===== src/rtl/seq_divider.sv =====
// Iterative restoring divider: one quotient bit per clock, one operation in flight.
// Define DIVIDER_ROUND_EN to add a round-half-away-from-zero stage after the quotient is formed.
module seq_divider #(
    parameter int unsigned DIVIDEND_WIDTH = 14,
    parameter int unsigned DIVISOR_WIDTH  = 4,
    parameter bit          SIGNED         = 1'b0
) (
    input  logic                      clk_i,
    input  logic                      rst_n_i,
    input  logic [DIVIDEND_WIDTH-1:0] dividend_i,
    input  logic [DIVISOR_WIDTH-1:0]  divisor_i,
    input  logic                      data_valid_i,
    output logic                      ready_o,
    output logic [DIVIDEND_WIDTH-1:0] quotient_o,
    output logic [DIVISOR_WIDTH-1:0]  remainder_o,
    output logic                      div_by_zero_o,
    output logic                      data_valid_o,
    input  logic                      ready_i
);

    localparam int unsigned DW   = DIVIDEND_WIDTH;
    localparam int unsigned VW   = DIVISOR_WIDTH;
    localparam int unsigned CntW = (DW > 1) ? $clog2(DW) : 1;

`ifdef DIVIDER_ROUND_EN
    typedef enum logic [2:0] {StIdle, StCalc, StFix, StRound, StDone} state_e;
    localparam state_e StPost = StRound;
`else
    typedef enum logic [2:0] {StIdle, StCalc, StFix, StDone} state_e;
    localparam state_e StPost = StDone;
`endif

    state_e          state_q, state_d;
    logic [DW-1:0]   dvd_q, dvd_d;      // dividend magnitude, becomes the quotient as it shifts
    logic [VW-1:0]   dsr_q, dsr_d;
    logic [VW:0]     rem_q, rem_d;
    logic [CntW-1:0] cnt_q, cnt_d;
    logic            dbz_q, dbz_d;
    logic            quo_neg_q, quo_neg_d;
    logic            rem_neg_q, rem_neg_d;

    logic            accept;
    logic            dvd_sign, dsr_sign;
    logic [DW-1:0]   dvd_mag;
    logic [VW-1:0]   dsr_mag;
    logic [VW+1:0]   trial;
    logic            q_bit;

    assign ready_o  = (state_q == StIdle) || ((state_q == StDone) && ready_i);
    assign accept   = data_valid_i && ready_o;

    assign dvd_sign = SIGNED && dividend_i[DW-1];
    assign dsr_sign = SIGNED && divisor_i[VW-1];
    assign dvd_mag  = dvd_sign ? -dividend_i : dividend_i;
    assign dsr_mag  = dsr_sign ? -divisor_i : divisor_i;

    // rem_q[VW] is always zero between steps, so trial[VW+1] is the borrow.
    assign trial    = {rem_q, dvd_q[DW-1]} - {2'b00, dsr_q};
    assign q_bit    = ~trial[VW+1];

`ifdef DIVIDER_ROUND_EN
    logic [VW-1:0] rem_mag;
    logic          round_up;
    logic          saturate;
    assign rem_mag  = rem_neg_q ? -rem_q[VW-1:0] : rem_q[VW-1:0];
    assign round_up = {rem_mag, 1'b0} >= {1'b0, dsr_q};
    assign saturate = !SIGNED && (&dvd_q);
`endif

    always_comb begin
        state_d   = state_q;
        dvd_d     = dvd_q;
        dsr_d     = dsr_q;
        rem_d     = rem_q;
        cnt_d     = cnt_q;
        dbz_d     = dbz_q;
        quo_neg_d = quo_neg_q;
        rem_neg_d = rem_neg_q;
        unique case (state_q)
            StIdle, StDone: begin
                if (state_q == StDone && ready_i) begin
                    state_d = StIdle;
                end
                if (accept) begin
                    dsr_d     = dsr_mag;
                    quo_neg_d = dvd_sign ^ dsr_sign;
                    rem_neg_d = dvd_sign;
                    rem_d     = '0;
                    dbz_d     = (divisor_i == '0);
                    if (divisor_i == '0) begin
                        dvd_d   = '1;
                        state_d = StDone;
                    end else begin
                        dvd_d   = dvd_mag;
                        cnt_d   = CntW'(DW - 1);
                        state_d = StCalc;
                    end
                end
            end
            StCalc: begin
                dvd_d = {dvd_q[DW-2:0], q_bit};
                rem_d = q_bit ? trial[VW:0] : {rem_q[VW-1:0], dvd_q[DW-1]};
                cnt_d = cnt_q - CntW'(1);
                if (cnt_q == '0) begin
                    state_d = SIGNED ? StFix : StPost;
                end
            end
            StFix: begin
                if (quo_neg_q) begin
                    dvd_d = -dvd_q;
                end
                if (rem_neg_q) begin
                    rem_d = {1'b0, -rem_q[VW-1:0]};
                end
                state_d = StPost;
            end
`ifdef DIVIDER_ROUND_EN
            StRound: begin
                // Quotient is already signed here, so a larger magnitude means moving away from 0.
                if (round_up && !saturate) begin
                    dvd_d = quo_neg_q ? dvd_q - DW'(1) : dvd_q + DW'(1);
                end
                state_d = StDone;
            end
`endif
            default: state_d = StIdle;
        endcase
    end

    always_ff @(posedge clk_i or negedge rst_n_i) begin
        if (!rst_n_i) begin
            state_q   <= StIdle;
            dvd_q     <= '0;
            dsr_q     <= '0;
            rem_q     <= '0;
            cnt_q     <= '0;
            dbz_q     <= 1'b0;
            quo_neg_q <= 1'b0;
            rem_neg_q <= 1'b0;
        end else begin
            state_q   <= state_d;
            dvd_q     <= dvd_d;
            dsr_q     <= dsr_d;
            rem_q     <= rem_d;
            cnt_q     <= cnt_d;
            dbz_q     <= dbz_d;
            quo_neg_q <= quo_neg_d;
            rem_neg_q <= rem_neg_d;
        end
    end

    assign quotient_o    = dvd_q;
    assign remainder_o   = rem_q[VW-1:0];
    assign div_by_zero_o = dbz_q;
    assign data_valid_o  = (state_q == StDone);

endmodule

===== config.mk =====
export PLATFORM = sky130hd
export DESIGN_NAME = seq_divider
export DESIGN_NICKNAME = d
export VERILOG_FILES = /design/src/rtl/seq_divider.sv
export SDC_FILE = /design/constraint.sdc
export NUM_CORES = 1
export LEC_CHECK = 0
export BUFFER_PORTS_ARGS = -buffer_cell sky130_fd_sc_hd__buf_2
export CORE_UTILIZATION = 50
export CTS_BUF_LIST = sky130_fd_sc_hd__clkbuf_8
export DETAILED_ROUTE_END_ITERATION = 8
export PLACE_DENSITY = 0.78
export SKIP_LAST_GASP = 1
export SLEW_MARGIN = 20
export SYNTH_ARGS = -nofsm -noshare
export SYNTH_HDL_FRONTEND = slang
export SYNTH_SLANG_ARGS = --single-unit

===== constraint.sdc =====
create_clock -name clk_i -period 2 [get_ports clk_i]
set_clock_uncertainty 0.2 [all_clocks]
set_input_delay 0.6 -clock clk_i [delete_from_list [all_inputs] [get_ports clk_i]]
set_output_delay 0.6 -clock clk_i [all_outputs]
set_load 0.005 [all_outputs]

Word-level counts from Yosys, hierarchy flattened

Cells that the tools add are included.

Add/sub/neg operators: 2
Eq/ne operators: 7
Mux-type cells: 14
Bitwise logic cells: 2
Reduce and logical (&&, ||, !) cells: 13

Operators by type and width:

| cell                                                               | number |
|---|---|
| 14-bit 2-to-1 mux                                                  | 2 |
| 14-bit case mux with 2 select lines                                | 1 |
| 5-bit 2-to-1 mux                                                   | 2 |
| 5-bit case mux with 2 select lines                                 | 1 |
| 3-bit 2-to-1 mux                                                   | 3 |
| 3-bit case mux with 3 select lines                                 | 1 |
| 4-bit zero test                                                    | 2 |
| 4-bit 2-to-1 mux                                                   | 2 |
| 4-bit case mux with 2 select lines                                 | 1 |
| 3-bit by 2-bit == test with 1-bit output, second input constant    | 2 |
| 2-bit != test, second input constant                               | 3 |
| 3-bit AND reduction                                                | 2 |
| 6-bit by 4-bit subtractor with 6-bit output                        | 1 |
| 2-bit AND reduction                                                | 2 |
| 4-bit by 1-bit subtractor with 4-bit output, second input constant | 1 |
| 3-bit by 1-bit == test with 1-bit output, second input constant    | 1 |
| 3-bit zero test                                                    | 1 |
| 3-bit != test, second input constant                               | 1 |
| 3-bit nonzero test                                                 | 1 |
| 1-bit logical AND                                                  | 2 |
| 2-bit 2-to-1 mux                                                   | 1 |
| 1-bit inverter                                                     | 2 |
| 2-bit nonzero test                                                 | 1 |
| 2-bit OR reduction                                                 | 1 |
| 1-bit logical OR                                                   | 1 |

Flip-flop bits (word level): 31
Bits of input ports: 22

Longest topological paths before layout

Gate-level depths: netlist (run 1).

Depth after elaboration: 6
Gate-level depth with buffers: 9
Gate-level depth less buffers: 9

Worst setup path before layout (run 1)

No wires, ideal clock.

Kind: register to register
Start point: register rem_q[0]
End point: register rem_q[0]
Arrival time: 1.749 ns
Required time: 1.724 ns
Path slack: -0.025 ns
Cell stages (with the launch flop): 7
Path buffers: 0
Cell sequence: dfrtp_1 ha_1 nor2b_1 o2111ai_1 o2111ai_4 mux2_1 o21ai_1

Word-level cells in the longest chain between the ends: 3

RTL lines:

| what                                        | RTL line | text |
|---|---|---|
| from (decl)                                 | 36       | `logic [VW:0] rem_q, rem_d;` |
| from (signal assigned)                      | 144      | `rem_q <= rem_d;` |
| 6-bit by 4-bit subtractor with 6-bit output | 58       | `assign trial = {rem_q, dvd_q[DW-1]} - {2'b00, dsr_q};` |
| 5-bit 2-to-1 mux                            | 102      | `rem_d = q_bit ? trial[VW:0] : {rem_q[VW-1:0], dvd_q[DW-1]};` |
| 5-bit case mux with 2 select lines          | 79       | `unique case (state_q)` |

No other way between the ends.
A chain may end at the register's enable or synchronous reset.

Final worst setup path (run 1)

Start point: register rem_q[1]
End point: register rem_q[1]

Same word-level chain as after synthesis.

==> out/metrics.cfg, run 1 <==
[run_status]
status = finished, violations left
violations = setup timing

[clocking]
clk_path_buf_depth = 2
h-tree-depth = 2
cts_num_sinks = 30
cts_tree = built
clkSlewWorstSetupHoldPaths_ns = 0.07
cts_buffers = 5
clk_latency_ns = 0.29
cts_root_buffer = clkbuf_8

[worst_setup_path]
cp-end-kind = flip-flop
r2r_cells = 7
rr_startpoint = rem_q[1]
critPathSlowestCell = dfrtp_1
crit_chain = ha_4 -> o21ai_4 -> a21oi_4 -> o2111ai_4 -> buf_12 -> mux2i_2 -> o21ai_1
worstSetupEndpoint = rem_q[1]
crit_start = rem_q[1]
worst-path-buf-inv = 1
crit_required_ns = 1.97
critPathKind = reg2reg
cp.depth = 7
arrival_ns = 2.07
reg2reg_to = rem_q[1]
cp-start-kind = flip-flop
cpPeakStageDelay_ns = 0.43
cpLargestDelayFamily = compound AO/OA/AOI/OAI gates
r2r_slack_ns = -0.1
crit_fanout = 4

[hold_path]
worstHoldPathType = in2async

[sta]
timing.final.crit_share_pct = 105
fin_crit_ns = 2.10
hold_ws_ns = 0.112
fin_tns_setup_ns = -0.266
fin_ws_ns = -0.0958
setup_viol = 5
drv_slew = 0
tightest_slew_ns = 0.384
hold_viol_final = 0
max_slew_margin_pct = 74.2
max_freq_ghz = 0.477
rsz0062_at_grt = yes

[floorplanning]
die_area_sq_um = 3850
io_pins = 43
rows = 21
die_h_microns = 62.1
die_w_microns = 62.1
core_area_sq_um = 3390
start_util_pct = 53.2

[placed_design]
globalplace.congestion = 0.883
place_ws_ns = -0.0868
io_buffers = 42
placed_area_sq_um = 2200
place.detailed.hpwl_mm = 2.99

[final_layout]
seqCellArea_sq_um = 751
diodes = 0
syn2layout_area_growth_pct = 41.3
n_fill_cell = 257
multi_input_area_sq_um = 1120
layout-drive-gt1-share_pct = 48.3
nNetsFinal = 300
fin_area_sq_um = 2550

[logic_synthesis]
synth_cell_types = 40
synth_largest_area_cell = dfrtp_1
netlist_top_cells_area = dfrtp_1 42%, o21ai_0 11%, ha_1 6.2%, nand2_1 5.4%, or3_1 2.8%
yosysTopAreaCellShare_pct = 41.6
ys_seq_area_share_pct = 41.6
synth_edf_count = 0
yosysMostFrequentCell = o21ai_0
ys_async_sr_fraction_pct = 100
ys_seq_elements = 30
synth_commonest_cells = 38 x o21ai_0, 30 x dfrtp_1, 26 x nand2_1, 11 x inv_1, 9 x ha_1
synth_area_per_cell_sq_um = 9.11
synth_nets = 230
synthCells = 198
synth_flop_cell = dfrtp_1
synth_area_sq_um = 1800
yosys_warnings = 0

[detailed_routing]
drtAntennaViolNets = 0
first_iter_violations = 108
drc = 0
dr.pass1.iters = 4
wire_per_inst_microns = 15.6
vias = 1717
vias_per_cell = 5.45
drt-total-wl_mm = 4.91

[pwr]
max-vdd-ir-drop_mv = 0.844
total_power_w = 0.00483
p_per_area_nw_per_um2 = 1900
p_leak_nw = 1.20

[global_routing]
grt_pass1_wl_mm = 6.90
grt_pass1_vias = 1570
grt_usage_pct = 25.3
grt-ovfl-total = 0
antenna_found_initial = 0
grt_max_degree = 31

[job]
drv_cap = 0

[sequential cells by signal, indices dropped and copies added, names as in the netlist]
| name | cells |
|---|---|
| state_q | 2 |
| dsr_q | 4 |
| cnt_q | 4 |
| rem_q | 5 |
| quotient_o | 14 |
| div_by_zero_o | 1 |
[per-layer routing]
| layer | GRT usage [%] | wire [microns] |
|---|---|---|
| met5 | 0 | 0 |
| met1 | 27.6 | 1980 |
| met4 | 8.89 | 133 |
| met3 | 7.04 | 212 |
| met2 | 46.7 | 2580 |
[timing repair]
| item | in CTS | in global routing |
|---|---|---|
| pin swaps | 16 | 15 |
| resized for setup | 18 | 21 |
| hold buffers | 0 | 0 |
| setup buffers | 6 | 6 |
| endpoints found under the setup margin | 7 | 22 |
[per-stage QoR]
step                utilization [%]  std cells
floorplan                         -        198
global placement               64.9        295
detailed placement             64.9        295
CTS                            71.1        309
global route                   75.2        315
finish                         75.2        315
[how the worst min path moves through the flow]
stage | startpoint | end | slack, ns | cells past startpoint
floorplan | rst_n_i | cnt_q[0] | 0.10 | 0
global placement | quotient_o[12] | quotient_o[12] | 0.28 | 2
detailed placement | quotient_o[6] | quotient_o[6] | 0.29 | 2
CTS | rst_n_i | quotient_o[9] | 0.13 | 2
global route | rst_n_i | dsr_q[2] | 0.15 | 2
finish | rst_n_i | dsr_q[2] | 0.11 | 2
[final cells by class]
cell class / count / area share, %
Timing Repair Buffer: 75 / 19.0
Sequential cell: 30 / 29.5
Clock buffer: 6 / 3.24
Multi-Input combinational cell: 145 / 43.8
Tap cell: 46 / 2.26
Clock inverter: 2 / 0.491
Inverter: 11 / 1.77
[logic make-up after synthesis]
family	Yosys count	share of synthesized area [%]
compound gates	65	21.8
xor+xnor	2	0.972
fa+ha+maj	10	7.36
buf+inv	23	5.76
flops	30	41.6
mux	7	4.16
simple gates	61	18.3
[report_power, final]
group / internal [W] / switching [W] / leakage (nW)
logic: 0.00163 / 0.00158 / 0.782
clock network: 0.000276 / 0.000239 / 0.0472
registers: 0.000890 / 0.000208 / 0.366
total: 0.00280 / 0.00203 / 1.20
[cells in the final DEF, fill, tap and decap left out, types with 2 or more instances in the layout]
master | Yosys | layout
o2111ai_4 | 1 | 2
clkinvlp_4 | 0 | 2
or3_2 | 6 | 6
mux2_2 | 3 | 3
clkbuf_8 | 0 | 6
inv_2 | 0 | 6
dfrtp_1 | 30 | 30
buf_12 | 0 | 2
nor2_1 | 6 | 3
buf_2 | 2 | 42
buf_4 | 4 | 31
a21oi_1 | 6 | 4
nand3_1 | 4 | 4
o21ai_2 | 1 | 2
a211o_1 | 2 | 2
o21ai_1 | 6 | 6
ha_1 | 9 | 2
o21ai_0 | 38 | 36
or3_1 | 8 | 7
a21oi_2 | 1 | 2
nand2_1 | 26 | 26
a21o_1 | 3 | 3
nor2_2 | 0 | 2
ha_2 | 0 | 2
nor3_1 | 2 | 2
inv_1 | 11 | 4
ha_4 | 0 | 5
mux2i_2 | 0 | 3
xor2_1 | 2 | 2
(Power assumes the default switching activity.)
==> run 2, diff against run 1 <==
ABC_AREA = 1   (was not set)
==> out/metrics.cfg, run 2 <==
[run_status]
status = finished, final reports clean

[logic_synthesis]
synth_largest_area_cell = dfrtp_1
synth_cell_types = 28
synth_nets = 264
netlist_top_cells_area = dfrtp_1 40%, nand2_1 11%, o21ai_0 6.3%, ha_1 5.9%, nand3_1 5.8%
yosysTopAreaCellShare_pct = 39.6
ys_seq_area_share_pct = 39.6
yosys.area_share.simple_pct = 26.6
synth_area_per_cell_sq_um = 8.18
yosys_warnings = 0
synthCells = 232
synth_compound_area_share_pct = 14.3
synth_top_family_by_area = simple AND/OR/NAND/NOR gates
synth_adder_area_share_pct = 6.99
ys_async_sr_fraction_pct = 100
synth_area_sq_um = 1900
synth_commonest_cells = 56 x nand2_1, 30 x dfrtp_1, 25 x inv_1, 24 x o21ai_0, 22 x nand3_1
yosysMostFrequentCell = nand2_1
synth_xor_area_share_pct = 1.38
synth_flop_cell = dfrtp_1
synth_edf_count = 0
ys_seq_elements = 30
muxShareOfSynthArea_pct = 0.593

[placed_design]
place_ws_ns = 0.0692
place.detailed.hpwl_mm = 2.95
io_buffers = 42
globalplace.congestion = 0.878

[worst_setup_path]
crit_start = state_q[1]
crit_required_ns = 1.20
crit_chain = ha_2 -> nand2_2 -> nand2_4 -> buf_2
arrival_ns = 1.14
critPathSlowestCell = dfrtp_1
cp-start-kind = flip-flop
cpPeakStageDelay_ns = 0.41
critPathKind = reg2out
crit_fanout = 3
cp-end-kind = output pin
rr_startpoint = quotient_o[13]

[detailed_routing]
drc = 0
vias = 1641
wire_per_inst_microns = 12.2
vias_per_cell = 5.02
first_iter_violations = 96
drt-total-wl_mm = 4.00
dr.pass1.iters = 4
drtAntennaViolNets = 0

[final_layout]
final_common_cell = nand2_1
layout_common_cells = 56 x nand2_1, 42 x buf_2, 30 x dfrtp_1
nNetsFinal = 312
final_util_pct = 61.8
diodes = 0
largest_reg_flops = 14
layout-drive-gt1-share_pct = 31.5
syn2layout_area_growth_pct = 19.2

[pwr]
p_leak_nw = 1.19
p_per_area_nw_per_um2 = 2040
p_int_w = 0.00241
clockPowerShare_pct = 10.3
seqPwrFrac_pct = 24.8
max-vdd-ir-drop_mv = 1.01
power_frac_comb_pct = 64.9
switching_share_pct = 47.7
power_switching_w = 0.00220

[clocking]
clk_path_buf_depth = 2
clk_latency_ns = 0.28
cts_root_buffer = clkbuf_8
clkSlewWorstSetupHoldPaths_ns = 0.06
cts_num_sinks = 30
cts_buffers = 5
h-tree-depth = 2
cts_tree = built

[sta]
setup_viol = 0
fin_tns_setup_ns = 0
max_slew_margin_pct = 74.3
fin_ws_ns = 0.0601
tightest_slew_ns = 0.385
drv_slew = 0
rsz0062_at_grt = yes
hold_viol_final = 0
max_freq_ghz = 0.515
timing.final.crit_share_pct = 97.0
fin_crit_ns = 1.94

[global_routing]
grtUsageMet1_pct = 26.1
grt_usage_pct = 21.9
grt_pass1_wl_mm = 6.78
grt-ovfl-total = 0
grt_max_degree = 31
grtUsageMet2_pct = 36.6
grt_pass1_vias = 1548
antenna_found_initial = 0
grt_busiest_layer = met2
grt_use_met3_pct = 7.43

[floorplanning]
die_area_sq_um = 4050
rows = 22
die_w_microns = 63.6
core_area_sq_um = 3660
die_h_microns = 63.6
io_pins = 43
start_util_pct = 51.8

[hold_path]
worstHoldPathType = in2async

[job]
drv_cap = 0

## run 2: cell count changes in the layout (fill, tap and decap cells not counted), moves of 6 or more
cell,previous run,this run
buf_4,31,9
inv_1,4,22
nand2_1,26,56
nand3_1,4,21
nor2_1,3,18
o21ai_0,36,24
o21ai_2,2,10
or3_1,7,0
or3_2,6,0
## run 2: metrics by stage
step	cells	total power (W)	hold WS (ns)	instance area, sq um
after floorplan	232	0.00341	0.104	1900
after global placement	317	0.00391	0.273	2130
after detailed placement	317	0.00401	0.278	2130
after CTS	323	0.00451	0.135	2210
after global routing	327	0.00511	0.153	2260
final	327	0.00461	0.125	2260
## run 2: layout make-up
type,instances,area (sq um)
Multi-Input combinational cell,164,970
Tap cell,48,60.1
Sequential cell,30,751
Clock buffer,6,82.6
Timing Repair Buffer,52,298
Fill cell,350,1400
Inverter,27,101
## run 2: power groups by stage
| stage | sequential, W | combinational, W | clock [W] |
|---|---|---|---|
| after floorplan | 0.00113 | 0.00229 | 0 |
| after global placement | 0.00115 | 0.00276 | 0 |
| after detailed placement | 0.00115 | 0.00286 | 0 |
| after CTS | 0.00114 | 0.00288 | 0.000490 |
| after global routing | 0.00119 | 0.00340 | 0.000526 |
| final | 0.00115 | 0.00299 | 0.000474 |
## run 2: final timing paths
kind                            slack (ns)  depth (start not counted)       endpoint
worst min-delay path                  0.12                          2       dsr_q[2]
worst max register to register        0.12                         12       rem_q[4]
worst min register to register        0.29                          1  div_by_zero_o
min in group clk_i                    0.29                          1  div_by_zero_o
worst max-delay path                  0.06                          4        ready_o
max in group asynchronous             1.19                          2  quotient_o[6]
## run 2: repair_timing
item                                    4_1_cts  5_1_grt
gates resized for setup                       3        5
hold buffers                                  0        0
pin swaps                                     0        3
endpoints found under the setup margin        1        2
setup buffers                                 0        4
## run 2: kinds of logic after synthesis
logic type / count (synthesis)
simple gates: 107
compound gates: 43
buf+inv: 38
flops: 30
fa+ha+maj: 10
xor+xnor: 3
mux: 1
## run 2: metal layers
layer | routed length, microns | vias to the layer above
met4 | 60 | 0
met1 | 1790 | 755
met5 | 0 | -
met3 | 167 | 6
met2 | 1980 | 41
li1 | - | 839
## run 2: worst max-delay path: cells and delay by family, from the launching register on
kind / cells / cell delay [ns]
fa+ha+maj: 1 / 0.20
buf+inv: 1 / 0.12
flops: 1 / 0.41
simple gates: 2 / 0.13
